**src/rtl/order_map_reader_pkg.sv**
```systemverilog
// Shared types and constants for the order map read/modify path.
// The map entry layout must match the add-side writer exactly.
package order_map_reader_pkg;

  typedef struct packed {
    logic [15:0] locate;
    logic [31:0] price;
    logic [31:0] shares;
    logic        buySell;
  } orderDataType;

  // The add side treats this ref as a free slot; probing must skip past it.
  localparam logic [63:0] TOMBSTONE_REF = 64'hFFFF_FFFF_FFFF_FFFF;

  typedef enum logic [2:0] {
    IDLE,
    ISSUE,
    WAIT,
    COMPARE,
    WRITE
  } stateType;

endpackage

```
**src/rtl/order_map_hash.sv**
```systemverilog
// Combinational slot hash: XOR of the four low ADDR_BITS-wide slices of the ref.
// Instantiated by both the add side and the reader so both stay bit-identical.
module order_map_hash #(
  parameter int ADDR_BITS = 12
) (
  input  logic [63:0]          refNum,
  output logic [ADDR_BITS-1:0] slot
);

  logic unusedRefBits;

  assign slot = refNum[ADDR_BITS-1:0]
              ^ refNum[2*ADDR_BITS-1:ADDR_BITS]
              ^ refNum[3*ADDR_BITS-1:2*ADDR_BITS]
              ^ refNum[4*ADDR_BITS-1:3*ADDR_BITS];

  // Upper ref bits do not take part in the hash for small maps.
  assign unusedRefBits = ^refNum;

endmodule

```
**src/rtl/order_map_reader.sv**
```systemverilog
// Delete/execute side of the order map: hashes the ref, linear-probes port B,
// reports the stored order and tombstones or shrinks the entry on a hit.
module order_map_reader
  import order_map_reader_pkg::*;
#(
  parameter  int ORDER_MAP_DEPTH = 4096,
  parameter  int MAX_PROBES      = 16,
  localparam int ADDR_BITS       = $clog2(ORDER_MAP_DEPTH)
) (
  input  logic                 clkIn,
  input  logic                 rstNIn,
  input  logic                 delValidIn,
  input  logic                 execValidIn,
  input  logic [63:0]          refNumIn,
  input  logic [31:0]          execSharesIn,
  output logic                 readyOut,
  output logic [ADDR_BITS-1:0] ramAddrOut,
  input  logic [63:0]          ramRefDataIn,
  input  orderDataType         ramOrderDataIn,
  output logic                 ramWrEnOut,
  output logic [63:0]          ramRefDataOut,
  output orderDataType         ramOrderDataOut,
  output logic                 delExecValidOut,
  output logic [15:0]          locateOut,
  output logic [31:0]          priceOut,
  output logic [31:0]          sharesOut,
  output logic                 buySellOut,
  output logic                 notFoundOut
);

  localparam int CNT_W = $clog2(MAX_PROBES + 1);

  stateType             state, stateNext;
  logic [63:0]          refQ;
  logic                 isDelQ;
  logic [31:0]          execSharesQ;
  logic [CNT_W-1:0]     probeCnt, cntNext;
  logic [ADDR_BITS-1:0] hashSlot;
  logic                 accept, isHit, isEmpty, probeExhausted;
  logic [31:0]          takeShares, remShares;
  orderDataType         updOrder;

  order_map_hash #(.ADDR_BITS(ADDR_BITS)) uHash (
    .refNum (refNumIn),
    .slot   (hashSlot)
  );

  always_comb begin
    accept         = (state == IDLE) && (delValidIn || execValidIn);
    isHit          = (ramRefDataIn == refQ);
    isEmpty        = (ramRefDataIn == 64'd0);
    cntNext        = probeCnt + CNT_W'(1);
    probeExhausted = (cntNext == CNT_W'(MAX_PROBES));
    // Execute never removes more than is stored, so remaining cannot underflow.
    if (isDelQ || (ramOrderDataIn.shares <= execSharesQ))
      takeShares = ramOrderDataIn.shares;
    else
      takeShares = execSharesQ;
    remShares       = ramOrderDataIn.shares - takeShares;
    updOrder        = ramOrderDataIn;
    updOrder.shares = remShares;
  end

  always_ff @(posedge clkIn or negedge rstNIn) begin
    if (!rstNIn) state <= IDLE;
    else         state <= stateNext;
  end

  always_comb begin
    stateNext   = state;
    notFoundOut = 1'b0;
    readyOut    = (state == IDLE);
    case (state)
      IDLE:    if (accept) stateNext = ISSUE;
      ISSUE:   stateNext = WAIT;
      WAIT:    stateNext = COMPARE;
      COMPARE: begin
        if (isHit) begin
          stateNext = WRITE;
        end else if (isEmpty || probeExhausted) begin
          notFoundOut = 1'b1;
          stateNext   = IDLE;
        end else begin
          stateNext = ISSUE;
        end
      end
      WRITE:   stateNext = IDLE;
      default: stateNext = IDLE;
    endcase
  end

  always_ff @(posedge clkIn or negedge rstNIn) begin
    if (!rstNIn) begin
      refQ            <= '0;
      isDelQ          <= 1'b0;
      execSharesQ     <= '0;
      probeCnt        <= '0;
      ramAddrOut      <= '0;
      ramWrEnOut      <= 1'b0;
      ramRefDataOut   <= '0;
      ramOrderDataOut <= '0;
      delExecValidOut <= 1'b0;
      locateOut       <= '0;
      priceOut        <= '0;
      sharesOut       <= '0;
      buySellOut      <= 1'b0;
    end else begin
      ramWrEnOut      <= 1'b0;
      delExecValidOut <= 1'b0;
      if (accept) begin
        refQ        <= refNumIn;
        isDelQ      <= delValidIn;
        execSharesQ <= execSharesIn;
        probeCnt    <= '0;
        ramAddrOut  <= hashSlot;
      end
      if (state == COMPARE) begin
        if (isHit) begin
          ramWrEnOut      <= 1'b1;
          delExecValidOut <= 1'b1;
          locateOut       <= ramOrderDataIn.locate;
          priceOut        <= ramOrderDataIn.price;
          sharesOut       <= takeShares;
          buySellOut      <= ramOrderDataIn.buySell;
          if (isDelQ || (remShares == 32'd0)) begin
            ramRefDataOut   <= TOMBSTONE_REF;
            ramOrderDataOut <= '0;
          end else begin
            ramRefDataOut   <= refQ;
            ramOrderDataOut <= updOrder;
          end
        end else if (!isEmpty) begin
          // Power-of-two depth: the natural overflow wraps depth-1 to 0.
          ramAddrOut <= ramAddrOut + ADDR_BITS'(1);
          probeCnt   <= cntNext;
        end
      end
    end
  end

endmodule

```
**config.mk**
```make
export PLATFORM = sky130hd
export DESIGN_NAME = order_map_reader
export DESIGN_NICKNAME = d
export VERILOG_FILES = /design/src/rtl/order_map_reader_pkg.sv /design/src/rtl/order_map_hash.sv /design/src/rtl/order_map_reader.sv
export SDC_FILE = /design/constraint.sdc
export NUM_CORES = 1
export LEC_CHECK = 0
export ABC_CLOCK_PERIOD_IN_PS = 5000
export BUFFER_PORTS_ARGS = -buffer_cell sky130_fd_sc_hd__buf_2
export CORE_MARGIN = 2
export CORE_UTILIZATION = 45
export CTS_CLUSTER_SIZE = 20
export DETAILED_ROUTE_END_ITERATION = 7
export PLACE_DENSITY_LB_ADDON = 0.05
export SYNTH_ARGS = -nofsm -noshare
export SYNTH_HDL_FRONTEND = slang
export SYNTH_SLANG_ARGS = --single-unit
```
**constraint.sdc**
```tcl
create_clock -name clkIn -period 5 [get_ports clkIn]
set_clock_uncertainty 0.2 [all_clocks]
set_input_delay 1 -clock clkIn [delete_from_list [all_inputs] [get_ports clkIn]]
set_output_delay 1 -clock clkIn [all_outputs]
set_load 0.01 [all_outputs]
```
## Word level (Yosys, flattened, before mapping)

Cells that the tools add are included.

- Add/sub/neg operators: 3
- Eq/ne operators: 6
- Mux-type cells: 20
- Order comparisons: 1
- Reduce and logical (&&, ||, !) cells: 9
- Bitwise operators: 3

Operator list:

| operator | count |
|---|---|
| $mux 81 | 1 |
| $eq 64x64->1 | 1 |
| $logic_not 64->1 | 1 |
| $mux 64 | 1 |
| $mux 12 | 4 |
| $xor 12x12->12 | 3 |
| $le 32x32->1 | 1 |
| $logic_not 32->1 | 1 |
| $mux 32 | 1 |
| $sub 32x32->32 | 1 |
| $mux 5 | 4 |
| $add 12x1->12 const B | 1 |
| $pmux 3 s4 | 1 |
| $eq 3x2->1 const B | 2 |
| $mux 1 | 6 |
| $mux 3 | 2 |
| $add 5x1->5 const B | 1 |
| $eq 5x5->1 const B | 1 |
| $logic_or 1x1->1 | 4 |
| $eq 3x1->1 const B | 1 |
| $logic_not 3->1 | 1 |
| $ne 2x1->1 const B | 1 |
| $reduce_and 2->1 | 1 |
| $logic_and 1x1->1 | 1 |

- Register bits after elaboration: 344
- Word-level logic and storage cells: 58
- Input bits: 245
- Output and inout port bits: 242

## Depth between registers and ports, before layout

Gate-level depths: netlist of the first run.

- Depth in word-level cells: 7
- Gate-level depth with buffers: 23
- Gate-level depth less buffers: 20

## By module

From an unflattened synthesis of the first run, not the netlist that was laid out.

- Cells, all modules: 2008
- Area total of the unflattened synthesis: 17977.2 um^2

Modules (own cells, without submodules):

| module | instances | area each (um^2) | cells each | sequential area each (um^2) |
|---|---|---|---|---|
| order_map_reader | 1 | 17661.9 | 1972 | 8608.3 |
| order_map_hash | 1 | 315.3 | 36 | 0.0 |

## Least setup slack after synthesis of the first run

Ideal clock, no wire load.

- Path kind: input port to flip-flop
- Start point: input port ramOrderDataIn[14] (netlist bit)
- End point: register ramOrderDataOut[57] (netlist bit)
- Stages on the path: 20
- Slack: -0.835 ns
- Library setup time: 0.120 ns
- Data required time: 4.680 ns
- Buffers on the path: 3
- Data arrival time: 5.516 ns
- Path through: ha_1 > a21o_1 > a21o_1 > a221o_1 > o31ai_1 > nand2_1 > buf_1 > mux2i_1 > ha_1 > a211oi_2 > o211a_1 > o21ai_1 > or4_1 > o21ai_2 > mux2_2 > a22oi_1 > nand4_2 > buf_2 > buf_6 > a31o_1

- Cells in the longest elaborated chain, start to end: 7

Ends and longest elaborated chain:

| item | RTL line | RTL |
|---|---|---|
| start, declared | order_map_reader.sv:19 | `input orderDataType ramOrderDataIn,` |
| $le 32x32->1 | order_map_reader.sv:55 | `if (isDelQ \|\| (ramOrderDataIn.shares <= execSharesQ))` |
| $logic_or 1x1->1 | order_map_reader.sv:55 |  |
| $mux 32 | order_map_reader.sv:55 |  |
| $sub 32x32->32 * | order_map_reader.sv:59 | `remShares = ramOrderDataIn.shares - takeShares;` |
| $logic_not 32->1 * | order_map_reader.sv:125 | `if (isDelQ \|\| (remShares == 32'd0)) begin` |
| $logic_or 1x1->1 * | order_map_reader.sv:125 |  |
| $mux 81 * | order_map_reader.sv:125 |  |
| end signal, assigned | order_map_reader.sv:130 | `ramOrderDataOut <= updOrder;` |
| end, declared | order_map_reader.sv:22 | `output orderDataType ramOrderDataOut,` |

Mark *: on every way between the ends. The rest lies on a longest branch, timed or not.
A chain may end at the register's enable or synchronous reset.

## Worst setup path in the final report of the first run

- Start point: input port ramOrderDataIn[10] (netlist bit)
- End point: register ramOrderDataOut[77] (netlist bit)

- Cells in the longest elaborated chain, start to end: 7

Ends and longest elaborated chain:

| item | RTL line | RTL |
|---|---|---|
| $le 32x32->1 | order_map_reader.sv:55 |  |
| $logic_or 1x1->1 | order_map_reader.sv:55 |  |
| $mux 32 | order_map_reader.sv:55 |  |
| named net takeShares[0] | order_map_reader.sv:40 | `logic [31:0] takeShares, remShares;` |
| $sub 32x32->32 | order_map_reader.sv:59 |  |
| $logic_not 32->1 | order_map_reader.sv:125 |  |
| $logic_or 1x1->1 | order_map_reader.sv:125 |  |
| $mux 81 | order_map_reader.sv:125 |  |

The timed path passes the listed nets, and every way through them passes these cells.

==> qor.csv, run 1 <==
metric,value,unit
status,"complete, but fails checks",
violated checks,setup timing,
HPWL Detailed,50200,microns
met1 Use GR,0.422,
Starting Density,0.453,
Post-synth EDFFs,0,
Worst Setup Slack post-DPL,-1.73,ns
Die W,206,microns
main flop type after synthesis,dfrtp_1,
crit path cell chain,buf_2 > ha_1 > a21o_1 > a21o_1 > a21oi_2 > nor2_2 > o31ai_4 > nand2_4 > mux2_4 > ha_4 > fa_2 > nand3b_1 > a21bo_1 > a211oi_1 > buf_4 > o211a_1 > a211oi_2 > a21oi_1 > and4b_2 > nand4_4 > buf_12 > buf_12 > buf_16 > a31o_4,
Leakage,13.5,nW
"Async S/R FF share, synth",1.00,
Yosys reg bits,344,
number of I/O pins,487,
Slew headroom,0.329,
cell types occupying the most area after synthesis,"dfrtp_1 47%, nand2_1 9.8%, xnor2_1 5.4%",
Worst-path clk slew,0.06,ns
met2 usage,0.521,
synth warn,0,
drt drc,0,
Avg WL per Cell,21.4,microns
vias in the first global route,18048,
"top cells by count, synth","482 x nand2_1, 344 x dfrtp_1, 115 x a21oi_1",
DR pass1 iterations,5,
via count,18240,
simple-gate portion of the synthesized area,0.165,
share of the synthesized area in the top cell type,0.468,
"slowest stage delay, CP",0.40,ns
f_max,174,MHz
Fin. Hold Viols,0,
layout cells sized above 1,0.388,
DRT iter0 DRCs,1385,
cts bufs inserted,39,
Area Overhead vs Synth,44.7,%
CP required,5.25,ns
VDD IR max,243,uV
synthesized net count,2303,
pwr/cell area,497,nW/um^2
largest net degree at the start of global routing,121,
Compound-Gate Fraction of Synth Area,0.198,
Crit Path Class,in2reg,
first-pass GRT wire length,105000,microns
port bufs,486,
nets,3029,
largest family of logic cells by synthesized area,compound AO/OA/AOI/OAI gates,
post-synthesis average cell area,9.27,sq um
arrival time worst endpoint,6.00,ns
GP Congestion,0.950,
Clock Sinks,344,
TNS Setup,-75.09,ns
Synth area leader,dfrtp_1,
post-route cell area,26600,sq um
"count leader, synth",nand2_1,
"Seq/Total Area, Yosys",0.468,
Yosys cell types,69,
Routed WL,70000,microns
CP startpoint kind,input port,
DIE AREA,42500,sq um
post-synthesis mux area share,0.0204,
Synth Area in Adders,0.0522,
gr ovfl total,0,
Avg Vias per Cell,5.58,
Post-CTS Hold Buffers,0,
Syn Inst Count,1982,
CTS tree,built,
Tmin final,5.75,ns
RSZ-0062 raised after global routing,yes,
slew at the pin closest to its max-slew limit,1.01,ns
Placeable Area,40600,sq um
Post-DRT Antenna Nets,0,
Synth Area in XOR/XNOR,0.0601,
initial antenna violation count,6,
Placed Area,23500,sq um
"Slew Viols, Final",0,
crit path max fanout,7,
root buf cell,clkbuf_16,
Final WS setup,-0.754,ns
cell row count,74,
GRT busiest layer,met2,
Mapped Area,18400,sq um
setup violators final,114,
Clock Tree Buf Depth,3,
clk_lat worst skew,0.57,ns
crit end category,flip-flop,
number of max-cap violations,0,
total global-route track usage,0.321,
final worst-path cycle share,1.15,
Hold Crit Class,in2async,
H-tree levels,2,
crit path max-delay cell type,o31ai_4,
Die Y,206,microns
met3 GRT Util,0.0692,
-- worst paths after layout --
kind                                    start  cells after the start             endpoint  slack [ns]
setup / recovery           ramOrderDataIn[10]                     24  ramOrderDataOut[77]       -0.75
hold / removal                         rstNIn                      1         locateOut[0]        0.25
setup reg to reg              execSharesQ[31]                     25  ramOrderDataOut[77]       -0.64
hold reg to reg                  priceOut[10]                      2         priceOut[10]        0.27
max in group asynchronous              rstNIn                      2             refQ[58]        3.21
min in group clkIn               priceOut[10]                      2         priceOut[10]        0.27
-- critical path: cells and delay by family --
| kind | cells | cell delay (ns) |
|---|---|---|
| buf+inv | 5 | 0.75 |
| compound gates | 10 | 2.23 |
| simple gates | 5 | 0.83 |
| mux | 1 | 0.36 |
| fa+ha+maj | 3 | 0.81 |
-- state kept, by name (all words and copies together) (netlist names) --
name / cells
delExecValidOut: 1
probeCnt: 5
sharesOut: 32
locateOut: 16
execSharesQ: 32
ramRefDataOut: 64
priceOut: 32
isDelQ: 1
ramAddrOut: 12
state: 3
buySellOut: 1
refQ: 64
ramOrderDataOut: 81
-- per-layer routing --
metal	wire (microns)	part of all wire	vias up
li1	-	-	8477
met1	29300	0.42	8965
met2	33000	0.47	655
met3	5160	0.074	139
met4	2500	0.036	4
met5	29	0.00041	-
-- where the power goes --
part           switching, mW  internal, mW
registers              0.449          3.22
logic                   3.38          3.20
clock network           1.21          1.76
total                   5.04          8.18
-- final cells by class --
| cell class | count | area [sq um] |
|---|---|---|
| Sequential cell | 344 | 8610 |
| Fill cell | 3416 | 14000 |
| Tap cell | 532 | 666 |
| Clock buffer | 56 | 1150 |
| Clock inverter | 11 | 159 |
| Multi-Input combinational cell | 1473 | 10400 |
| Antenna cell | 4 | 10.0 |
| Inverter | 46 | 175 |
| Timing Repair Buffer | 804 | 5440 |
-- metrics by stage --
step / hold WS (ns) / instances / power, mW / utilization
floorplan: 0.245 / 1982 / 6.68 / -
global placement: 0.252 / 3173 / 9.67 / 0.580
detailed placement: 0.258 / 3173 / 9.73 / 0.580
CTS: 0.273 / 3263 / 13.0 / 0.646
global route: 0.284 / 3269 / 14.0 / 0.656
finish: 0.245 / 3270 / 13.2 / 0.656
-- cells by family (layout without fill, tap and decap cells) --
group | count (synthesis) | after routing
xor gates and xnor gates | 126 | 126
DFF | 344 | 344
AOI/OAI and AO/OA | 511 | 511
other | 0 | 4
muxes | 37 | 37
and+or+nand+nor | 723 | 723
adders and majority gates | 76 | 76
buffers and inverters | 165 | 917
-- cell usage in the layout, fill, tap and decap left out, drive strengths merged, types with 59 or more instances in the layout --
cell	count
a21oi	116
xnor2	113
ha	75
clkbuf	59
buf	801
nand2	482
nor2	99
dfrtp	344
o21ai	111
o2bb2ai	64
-- timing repair --
action / CTS / global route
gates resized for setup: 170 / 73
buffers inserted: 10 / 4
cloned: 13 / 4
pin swaps: 64 / 24
setup endpoints to repair: 128 / 120
(Power assumes the default switching activity.)
==> run 2, diff against run 1 <==
--- a/config.mk
+++ b/config.mk
@@ -12,6 +12,7 @@
 export CTS_CLUSTER_SIZE = 20
 export DETAILED_ROUTE_END_ITERATION = 7
 export PLACE_DENSITY_LB_ADDON = 0.05
+export SETUP_SLACK_MARGIN = 0.3
 export SYNTH_ARGS = -nofsm -noshare
 export SYNTH_HDL_FRONTEND = slang
 export SYNTH_SLANG_ARGS = --single-unit
==> qor.csv, run 2 (same netlist as run 1, synthesis figures left out) <==
metric,value,unit,change
status,"complete, but fails checks",,
violated checks,setup timing,,
Placeable Area,40600,sq um,unchanged
Starting Density,0.453,,unchanged
clk_lat worst skew,0.58,ns,about the same
"commonest non-fill, non-tap cells in the layout","481 x buf_2, 480 x nand2_1, 344 x dfrtp_1",,
internal cell power,8.48,mW,+3.6%
"Slew Viols, Final",0,,unchanged
Clock Tree Buf Depth,3,,unchanged
Post-Place Cells,3175,,+0.063%
Avg Vias per Cell,5.57,,-0.23%
clock network fraction of total power,0.229,,+0.005
Final Non-Filler Cells,3283,,+0.40%
Post-DRT Antenna Nets,0,,unchanged
pwr/cell area,514,nW/um^2,+3.5%
Tmin final,5.74,ns,-0.0164 ns
hold_sp,ramOrderDataOut[31],,
TNS Setup,-77.69,ns,-2.60 ns
Leakage,13.6,nW,+0.59%
setup violators final,114,,unchanged
"leading cell type in the layout, fill and taps excluded",buf_2,,
first-pass GRT wire length,103000,microns,-2.2%
reg2reg setup slack,-0.65,ns,about the same
number of I/O pins,487,,unchanged
Placed Area,23600,sq um,+0.17%
Post-CTS Hold Buffers,0,,unchanged
VDD IR max,323,uV,+33%
Largest register FFs,81,,unchanged
port bufs,486,,unchanged
buffers plus inverters on the worst setup path,7,,+2
cts bufs inserted,40,,+2.6%
CP startpoint kind,input port,,
Die Y,206,microns,unchanged
Largest regs,"ramOrderDataOut: 81 flops, ramRefDataOut: 64 flops, refQ: 64 flops",,
cell row count,74,,unchanged
Area Overhead vs Synth,45.6,%,
DR pass1 iterations,6,,+1
GP Congestion,0.963,,+1.3%
Hold Path Depth,2,,
CP required,5.25,ns,about the same
Die W,206,microns,unchanged
area of the multi-input gates,10500,sq um,+0.73%
Logic pwr share,0.504,,+0.006
post-route cell area,26800,sq um,+0.65%
largest net degree at the start of global routing,207,,+71%
crit path max fanout,11,,+4
r2r endpoint,ramOrderDataOut[48],,
total global-route track usage,0.314,,-0.00728
Net Sw Frac,0.384,,+0.00284
Routed WL,68900,microns,-1.6%
Critical R2R Launch,execSharesQ[28],,
P_sw,5.29,mW,+4.9%
Clock Sinks,344,,unchanged
DRT iter0 DRCs,1376,,-0.65%
arrival time worst endpoint,5.99,ns,about the same
Worst Setup Slack post-DPL,-1.73,ns,-0.00396 ns
"slowest stage delay, CP",0.37,ns,-0.03 ns
Fin. Hold Viols,0,,unchanged
f_max,174,MHz,+0.29%
initial antenna violation count,8,,+2
Min-Delay Endpoint,ramOrderDataOut[31],,
CTS tree,built,,
H-tree levels,2,,unchanged
gr ovfl total,0,,unchanged
Crit Path Class,in2reg,,
final worst-path cycle share,1.15,,-0.00329
nets,3039,,+0.33%
Worst Reg-to-Reg Cells,26,,+4.0%
slew at the pin closest to its max-slew limit,1.24,ns,+0.233 ns
Final WS setup,-0.738,ns,+0.0164 ns
HPWL Detailed,49400,microns,-1.5%
Slew headroom,0.167,,-0.162
Seq pwr share,0.267,,-0.011
drt drc,0,,unchanged
fill cell count,3389,,-0.79%
"Largest delay share family, worst path",simple AND/OR/NAND/NOR gates,,
RSZ-0062 raised after global routing,yes,,
total chip power,13.8,mW,+4.1%
layout cells sized above 1,0.397,,+0.00872
Sequential cell area,8610,sq um,unchanged
Hold Crit Class,reg2reg,,
crit path max-delay cell type,mux2_4,,
DIE AREA,42500,sq um,unchanged
crit end category,flip-flop,,
Worst path most repeated cell,buf_4,,
Reg with most FFs,ramOrderDataOut,,
via count,18270,,+0.16%
Worst-path clk slew,0.06,ns,about the same
Avg WL per Cell,21.0,microns,-2.0%
number of max-cap violations,0,,unchanged
root buf cell,clkbuf_16,,
vias in the first global route,17726,,-1.8%
==> run 2: cell count changes in the layout (fill, tap and decap cells not counted), sizes merged <==
cell	previous run	this run
buf	801	809
bufinv	3	4
clkinvlp	1	2
inv	47	49
bufbuf	0	1
clkinv	6	8
clkbuf	59	57
==> run 2: final cells by class <==
class | count | area share
clock inverter | 17 | 0.00851
sequential | 344 | 0.322
tap | 532 | 0.0249
antenna | 4 | 0.000374
timing repair buffer | 813 | 0.203
multi-input combinational | 1473 | 0.391
clock buffer | 54 | 0.0439
inverter | 46 | 0.00655
==> run 2: repair_timing <==
action,CTS,global route
gates resized for setup,155,81
endpoints found under the setup margin,134,133
buffers inserted,14,8
pin swaps,36,42
cloned,7,4
==> run 2: metal layers <==
metal	global-route usage	part of all wire
met5	0	0.00081
met4	0.108	0.033
met3	0.0594	0.068
met2	0.504	0.47
met1	0.426	0.43
==> run 2: worst reg2reg max path, cell delays in order, from the launching register on <==
cell      delay, ns
dfrtp_1        0.35
inv_1          0.09
ha_4           0.27
nand4_1        0.17
nor4_2         0.31
buf_4          0.20
a31oi_4        0.09
and2_4         0.17
o31ai_4        0.08
nand2_4        0.17
mux2_4         0.37
ha_4           0.17
fa_2           0.34
nand3b_1       0.20
a21bo_1        0.22
buf_4          0.14
buf_6          0.11
a211oi_4       0.26
buf_4          0.17
o211a_1        0.16
a211oi_2       0.06
a21oi_1        0.19
and4b_1        0.28
nand4_4        0.18
buf_12         0.22
buf_16         0.15
a31o_2         0.24
==> run 2: power by group through the flow <==
stage               Sequential [mW]  Clock, mW  Combinational [mW]
floorplan                      3.58          0                3.10
global placement               3.70          0                5.95
detailed placement             3.70          0                6.02
CTS                            3.66       3.19                6.58
global route                   3.72       3.29                7.52
finish                         3.67       3.16                6.94
==> run 2: stage by stage <==
step                hold slack [ns]  utilization
finish                        0.265        0.660
detailed placement            0.255        0.581
CTS                           0.269        0.642
floorplan                     0.245            -
global route                  0.288        0.660
global placement              0.248        0.581
==> run 2: how the worst max path moves through the flow <==
| stage | from | to | depth (start not counted) |
|---|---|---|---|
| 3_3_place_gp | ramOrderDataIn[20] | ramOrderDataOut[45] | 23 |
| 2_1_floorplan | ramOrderDataIn[14] | ramOrderDataOut[57] | 20 |
| 3_5_place_dp | ramOrderDataIn[20] | ramRefDataOut[31] | 25 |
| 4_1_cts | ramOrderDataIn[30] | ramOrderDataOut[34] | 25 |
| 6_report | ramOrderDataIn[31] | ramOrderDataOut[48] | 26 |
| 5_1_grt | ramOrderDataIn[30] | ramOrderDataOut[80] | 26 |
